## config.mk

```make
export PLATFORM = sky130hd
export DESIGN_NAME = pipeline_debug_unit
export DESIGN_NICKNAME = d
export VERILOG_FILES = /design/src/rtl/pipeline_debug_unit.sv
export SDC_FILE = /design/constraint.sdc
export NUM_CORES = 1
export LEC_CHECK = 0
export ABC_AREA = 1
export BUFFER_PORTS_ARGS = -buffer_cell sky130_fd_sc_hd__buf_2
export CORE_MARGIN = 2
export CORE_UTILIZATION = 36
export CTS_CLUSTER_DIAMETER = 200
export DETAILED_ROUTE_END_ITERATION = 10
export PLACE_DENSITY = 0.58
export SYNTH_ARGS = -nofsm -noshare
export SYNTH_HDL_FRONTEND = slang
export SYNTH_SLANG_ARGS = --single-unit
```

## constraint.sdc

```tcl
create_clock -name clk -period 5.9 [get_ports clk]
set_input_delay 1.18 -clock clk [delete_from_list [all_inputs] [get_ports clk]]
set_output_delay 1.18 -clock clk [all_outputs]
set_load 0.05 [all_outputs]
```

## src/rtl/pipeline_debug_unit.sv

```systemverilog
// Debug/control front-end for the 5-stage CPU: owns cpu_clk (single-step or divided run with PC breakpoint)
// and drives the debug read address from debounced inc/dec buttons, registering the returned word for display.
module pipeline_debug_unit #(
  parameter logic [15:0] DEBOUNCE = 16'd50000,
  parameter logic [7:0]  RUN_DIV  = 8'd4
) (
  input  logic        clk,
  input  logic        rst,
  input  logic        cont,
  input  logic        step,
  input  logic        inc,
  input  logic        dec,
  input  logic        mem,
  input  logic        bp_en,
  input  logic [31:0] bp_addr,
  input  logic [31:0] pc,
  input  logic [31:0] m_data,
  input  logic [31:0] rf_data,
  output logic        cpu_clk,
  output logic [15:0] m_rf_addr,
  output logic [31:0] disp_data,
  output logic [7:0]  addr,
  output logic [31:0] cycle_cnt,
  output logic        running,
  output logic        halted
);

  typedef enum logic [2:0] {S_STOP, S_HI, S_LO, S_RUN, S_HALT} state_t;

  // Bit order for all per-button vectors: {dec, inc, step, cont}
  logic [3:0]  w_raw;
  logic [3:0]  r_sync1, r_sync2, r_lvl, r_rise;
  logic [15:0] r_dbc [4];

  assign w_raw = {dec, inc, step, cont};

  always_ff @(posedge clk or posedge rst) begin
    if (rst) begin
      r_sync1 <= 4'b0;
      r_sync2 <= 4'b0;
      r_lvl   <= 4'b0;
      r_rise  <= 4'b0;
      for (int i = 0; i < 4; i++) r_dbc[i] <= 16'd0;
    end else begin
      r_sync1 <= w_raw;
      r_sync2 <= r_sync1;
      for (int i = 0; i < 4; i++) begin
        r_rise[i] <= 1'b0;
        if (r_sync2[i] == r_lvl[i]) begin
          r_dbc[i] <= 16'd0;
        end else if (r_dbc[i] >= DEBOUNCE - 16'd1) begin
          r_lvl[i]  <= r_sync2[i];
          r_dbc[i]  <= 16'd0;
          r_rise[i] <= r_sync2[i];
        end else begin
          r_dbc[i] <= r_dbc[i] + 16'd1;
        end
      end
    end
  end

  logic w_cont_db, w_step_p, w_inc_p, w_dec_p, w_bp_hit;
  assign w_cont_db = r_lvl[0];
  assign w_step_p  = r_rise[1];
  assign w_inc_p   = r_rise[2];
  assign w_dec_p   = r_rise[3];
  assign w_bp_hit  = bp_en && (pc == bp_addr);

  state_t      r_state;
  logic [7:0]  r_div;
  logic        r_cpu_clk, r_running, r_halted;
  logic [31:0] r_cycle;

  always_ff @(posedge clk or posedge rst) begin
    if (rst) begin
      r_state   <= S_STOP;
      r_div     <= 8'd0;
      r_cpu_clk <= 1'b0;
      r_running <= 1'b0;
      r_halted  <= 1'b0;
      r_cycle   <= 32'd0;
    end else begin
      case (r_state)
        S_STOP: begin
          r_cpu_clk <= 1'b0;
          if (w_cont_db) begin
            r_state   <= S_RUN;
            r_running <= 1'b1;
            r_div     <= 8'd0;
          end else if (w_step_p) begin
            r_state   <= S_HI;
            r_cpu_clk <= 1'b1;
            r_cycle   <= r_cycle + 32'd1;
          end
        end
        S_HI: begin
          r_cpu_clk <= 1'b0;
          r_state   <= S_LO;
        end
        S_LO: r_state <= S_STOP;
        S_RUN: begin
          if (!w_cont_db) begin
            // Leaving run may cut a high phase short but never creates a rise
            r_state   <= S_STOP;
            r_running <= 1'b0;
            r_cpu_clk <= 1'b0;
            r_div     <= 8'd0;
          end else if (r_div >= RUN_DIV - 8'd1) begin
            r_div <= 8'd0;
            if (r_cpu_clk) begin
              r_cpu_clk <= 1'b0;
            end else if (w_bp_hit) begin
              r_state   <= S_HALT;
              r_running <= 1'b0;
              r_halted  <= 1'b1;
            end else begin
              r_cpu_clk <= 1'b1;
              r_cycle   <= r_cycle + 32'd1;
            end
          end else begin
            r_div <= r_div + 8'd1;
          end
        end
        S_HALT: begin
          r_cpu_clk <= 1'b0;
          if (!w_cont_db) begin
            r_state  <= S_STOP;
            r_halted <= 1'b0;
          end
        end
        default: begin
          r_state   <= S_STOP;
          r_cpu_clk <= 1'b0;
          r_running <= 1'b0;
          r_halted  <= 1'b0;
        end
      endcase
    end
  end

  logic [7:0]  r_addr;
  logic [7:0]  w_addr_step;
  logic [31:0] r_disp;

  always_comb begin
    w_addr_step = r_addr;
    if (w_inc_p && !w_dec_p)      w_addr_step = r_addr + 8'd1;
    else if (w_dec_p && !w_inc_p) w_addr_step = r_addr - 8'd1;
  end

  // Register-file view keeps the top bits at zero, which also clears them after a mem 1->0 change
  always_ff @(posedge clk or posedge rst) begin
    if (rst) begin
      r_addr <= 8'd0;
      r_disp <= 32'd0;
    end else begin
      r_addr <= mem ? w_addr_step : {3'b000, w_addr_step[4:0]};
      r_disp <= mem ? m_data : rf_data;
    end
  end

  assign m_rf_addr = mem ? {6'b0, r_addr, 2'b00} : {11'b0, r_addr[4:0]};
  assign disp_data = r_disp;
  assign addr      = r_addr;
  assign cpu_clk   = r_cpu_clk;
  assign cycle_cnt = r_cycle;
  assign running   = r_running;
  assign halted    = r_halted;

endmodule
```

## Word level (Yosys, flattened, before mapping)

Cells that the tools add are included.

| word-level totals | value |
|---|---|
| bits in registers | 166 |
| input port bits | 136 |
| output and inout bits | 91 |
| word-level logic and storage cells | 141 |

| cells by class | value |
|---|---|
| add/sub/neg operators | 8 |
| order comparisons | 5 |
| eq/ne operators | 23 |
| multiplexer cells | 59 |
| bitwise gates (word level) | 7 |
| reductions and logical operators | 19 |

Operator list:

| operator | count |
|---|---|
| $mux W32 | 7 |
| $mux W16 | 8 |
| $add A16 B1 Y16 const B | 4 |
| $ge A16 B16 Y1 const B | 4 |
| $pmux W32 S2 | 1 |
| $mux W8 | 6 |
| $add A32 B1 Y32 const B | 1 |
| $eq A32 B32 Y1 | 1 |
| $mux W1 | 24 |
| $mux W3 | 7 |
| $ne A2 B2 Y1 const B | 9 |
| $add A8 B1 Y8 const B | 2 |
| $pmux W8 S2 | 1 |
| $ne A3 B3 Y1 const B | 4 |
| $pmux W3 S4 | 1 |
| $reduce_and A2 Y1 | 6 |
| $mux W10 | 1 |
| $reduce_and A5 Y1 | 2 |
| $pmux W1 S3 | 3 |
| $ge A8 B2 Y1 const B | 1 |
| $sub A8 B1 Y8 const B | 1 |
| $not A1 Y1 | 7 |
| $reduce_and A7 Y1 | 1 |
| $eq A3 B2 Y1 const B | 2 |
| other kinds (10) | 17 |

## Logic depth before layout (Yosys ltp)

| logic depth | value |
|---|---|
| depth in word-level cells | 7 |
| mapped depth | 13 |
| mapped depth without buffers | 13 |

## Worst setup path before layout

OpenSTA, ideal clock, no wires.

| path | value |
|---|---|
| kind | input port to output port |
| start point | input mem |
| end point | output m_rf_addr[2] |
| data arrival time | 2.472 ns |
| data required time | 4.720 ns |
| setup slack | 2.248 ns |
| stages | 2 |
| buffers on the path | 1 |
| cell sequence | clkbuf_1 > o21ai_0 |

| between the ends | value |
|---|---|
| longest elaborated chain between the ends | 1 |

RTL lines:

| element | RTL line | text |
|---|---|---|
| start: declaration | 13 | `input logic mem,` |
| $mux W10 | 162 | `assign m_rf_addr = mem ? {6'b0, r_addr, 2'b00} : {11'b0, r_addr[4:0]};` |
| end: declaration | 20 | `output logic [15:0] m_rf_addr,` |

Every way passes these cells.

## Final worst setup path

| path | value |
|---|---|
| start point | input mem |
| end point | output m_rf_addr[3] |

Same word-level chain as after synthesis.

==> qor.txt <==
Status = finished clean
Warning count from the yosys run = 0
Register area = 4130 sq um
Sw Ratio = 0.269
Largest net degree at the start of global routing = 65
Cts repair resizes = 0
Routed wire length = 22800 microns
Hold Crit Class = reg2reg
Reg clk slew, reported paths = 0.06 ns
Hold_buf cts = 0
Core Util, Final = 0.445
Total of max-cap violations = 0
Beginning of the worst hold path = r_sync1[1]
Antenna Nets Post-Route = 0
Worst r2r path cells = 11
Num ports = 227
Setup_tns = 0 ns
Clk_lat worst skew = 0.43 ns
Final Hold Fails = 0
Cell count after synthesis = 1216
Area Growth Syn to Fin = 22.5%
Routed via count = 8185
# DRC = 0
Power per cell area = 237 nW/um^2
Hold endpoint = r_sync2[1]
Worst vdd ir = 0.000135 V
# rows = 58
Final GP Congestion = 0.918
Leak = 0.00612 uW
Clock sinks = 165
Final WS setup = 2.36 ns
H-tree Lvls = 4
I/O Buffers = 220
Pre-antenna DRT Iters = 8
Setup bufs post-CTS = 0
Starting DRT DRC Count = 460
Fmax = 282 MHz
Die Height = 163 microns
Crit Path Category = in2out
Sequential share of power = 0.447
Startpoint class of the critical path = input port
CTS max path bufs = 2
#FFs+latches synth = 165
Pre-CTS setup slack = 2.36 ns
Period minus WS final = 3.54 ns
Vias in the first global route = 7643
Hpwl dp = 17100 microns
R2r setup slk = 3.63 ns
Critical Path Start = mem
Worst slew margin = 0.393
Worst Path Max Fanout = 46
R2r startpoint = r_state[0]
Initial antenna violation count = 3
Core Region = 25000 sq um
Hold path cells = 0
Clk_skew = 0.0131 ns
RSZ-0062 raised after global routing = false
Mapped cell area = 9070 sq um
Die Wd = 163 microns
Reg-to-reg endpoint = cycle_cnt[29]
Area occupied by multi-input gates = 4210 sq um
Global Route Usage Sum = 0.176
Final setup viols = 0
Clock network fraction of design power = 0.438
Net count reported at finish = 1588
Internal power = 1920 uW
Root buf cell = clkbuf_16
Register area share after synthesis = 0.455
Fillers = 2580
Tot Pwr = 2630 uW
Worst-Margin Slew = 0.911 ns
Psw = 709 uW
Post-synth cell types = 45
CTS tree = built
Mean Syn Cell Area = 7.46 sq um
Worst path arrival time = 2.36 ns
DR WL/cell = 12.8 microns
Die area = 26500 sq um
Fin. max-slew vios = 0
Fin cells = 1783
CP required = 4.72 ns
CTS buffer count = 17
Crit end category = primary output
Initial Util = 0.364
Global route total overflow = 0
Vias/cell = 4.59
Tcrit/Tclk final = 0.601
Dpl cells = 1748
Ratio of cells with drive above 1 in the final layout = 0.194
First-pass GRT wire length = 37500 microns
Logic pwr share = 0.115
area by class of cell:
| class | count | area share |
|---|---|---|
| sequential | 165 | 0.371 |
| antenna | 3 | 0.000675 |
| clock buffer | 18 | 0.0386 |
| multi-input combinational | 866 | 0.379 |
| clock inverter | 14 | 0.0158 |
| timing repair buffer | 225 | 0.102 |
| inverter | 162 | 0.0552 |
| tap | 330 | 0.0371 |
synthesized netlist by cell type:
library cell	n	area, sq um
or2_2	4	25.0
xnor2_1	27	236
o21ai_0	18	90.1
a221oi_1	1	8.76
and2_0	1	6.26
nor4_1	6	37.5
o21ai_1	3	15.0
nor3_4	1	16.3
clkbuf_1	10	37.5
and2_1	1	6.26
or2_1	1	6.26
o22ai_1	2	12.5
fa_1	1	20.0
nor3b_1	4	30.0
o2111ai_1	1	8.76
buf_1	2	7.51
conb_1	1	3.75
o31ai_1	2	15.0
buf_4	9	67.6
and3_1	4	25.0
inv_1	149	559
nand3b_1	1	7.51
o21bai_1	5	37.5
nand3_1	84	420
nand2_2	1	6.26
nor2_2	3	18.8
dfrtp_1	165	4130
clkinv_1	3	11.3
ha_1	14	175
nor3_2	4	40.0
a21o_1	1	7.51
a21oi_1	17	85.1
a41oi_1	1	8.76
buf_2	7	35.0
nor2_1	143	537
mux2i_1	1	10.0
a31o_2	1	8.76
a211oi_1	1	7.51
o211ai_1	2	15.0
nand2_1	393	1480
a31oi_1	4	25.0
nor3_1	32	160
nand4_1	30	188
xor2_1	45	394
inv_2	10	37.5
metal layers:
metal,track usage,part of all wire
met4,0.0426,0.011
met3,0.0420,0.058
met2,0.290,0.47
met1,0.233,0.46
met5,0,0
power groups by stage:
stage | sequential [uW] | clock (uW) | combinational, uW
floorplan | 1270 | 0 | 129
global placement | 1200 | 0 | 304
detailed placement | 1200 | 0 | 307
CTS | 1180 | 1180 | 309
global route | 1180 | 1240 | 337
finish | 1180 | 1150 | 303
worst max-delay path, stage by stage:
cell and delay [ns]:
buf_2 0.68, nand2_1 0.10, o21ai_0 0.10, buf_2 0.29
sequential cells by signal, indices dropped and copies added, names as in the netlist:
| register | cells |
|---|---|
| r_dbc | 64 |
| cycle_cnt | 32 |
| disp_data | 32 |
| addr | 8 |
| r_div | 8 |
| r_lvl | 4 |
| r_sync1 | 4 |
| r_sync2 | 4 |
| r_rise | 3 |
| r_state | 3 |
| cpu_clk | 1 |
| halted | 1 |
| running | 1 |
layout by cell type, fill, tap and decap left out, types with 2 or more instances in the layout:
| cell type | netlist | layout |
|---|---|---|
| clkinv_2 | 0 | 3 |
| and3_1 | 4 | 4 |
| bufinv_16 | 0 | 3 |
| o21ai_0 | 18 | 18 |
| clkinvlp_4 | 0 | 2 |
| buf_4 | 9 | 5 |
| inv_2 | 10 | 10 |
| clkinv_4 | 0 | 2 |
| o21ai_1 | 3 | 3 |
| nor4_1 | 6 | 6 |
| conb_1 | 1 | 6 |
| o21bai_1 | 5 | 5 |
| inv_6 | 0 | 4 |
| inv_1 | 149 | 148 |
| nand3_1 | 84 | 84 |
| buf_2 | 7 | 220 |
| a21oi_1 | 17 | 17 |
| clkbuf_16 | 0 | 17 |
| o31ai_1 | 2 | 2 |
| xor2_1 | 45 | 45 |
| dfrtp_1 | 165 | 165 |
| nor2_2 | 3 | 3 |
| nand4_1 | 30 | 30 |
| clkinv_1 | 3 | 3 |
| o22ai_1 | 2 | 2 |
| or2_2 | 4 | 4 |
| nor2_1 | 143 | 143 |
| nand2_1 | 393 | 393 |
| xnor2_1 | 27 | 27 |
| ha_1 | 14 | 14 |
| diode_2 | 0 | 3 |
| a31oi_1 | 4 | 4 |
| o211ai_1 | 2 | 2 |
| nor3b_1 | 4 | 4 |
| nor3_2 | 4 | 4 |
| nor3_1 | 32 | 32 |
metrics by stage:
stage	cell area (sq um)	hold WS, ns
2_1_floorplan	9090	0.331
3_3_place_gp	10500	0.336
3_5_place_dp	10500	0.348
4_1_cts	11100	0.362
5_1_grt	11100	0.373
6_report	11100	0.359
how the worst max path moves through the flow:
stage | endpoint | cells after the start | slack (ns)
finish | m_rf_addr[3] | 4 | 2.36
global route | m_rf_addr[4] | 4 | 2.23
CTS | m_rf_addr[3] | 4 | 2.35
detailed placement | m_rf_addr[3] | 4 | 2.36
global placement | m_rf_addr[3] | 4 | 2.38
floorplan | addr[0] | 1 | 0.26
cell families after synthesis:
family | after synthesis | share of synthesized area
multiplexers | 1 | 0.00110
buffers and inverters | 190 | 0.0833
XOR/XNOR | 72 | 0.0695
AND/OR/NAND/NOR | 713 | 0.331
flip-flops | 165 | 0.455
adder cells (fa/ha/maj) | 15 | 0.0215
AO/OA/AOI/OAI | 59 | 0.0381
other | 1 | 0.000413
(Power assumes the default switching activity.)
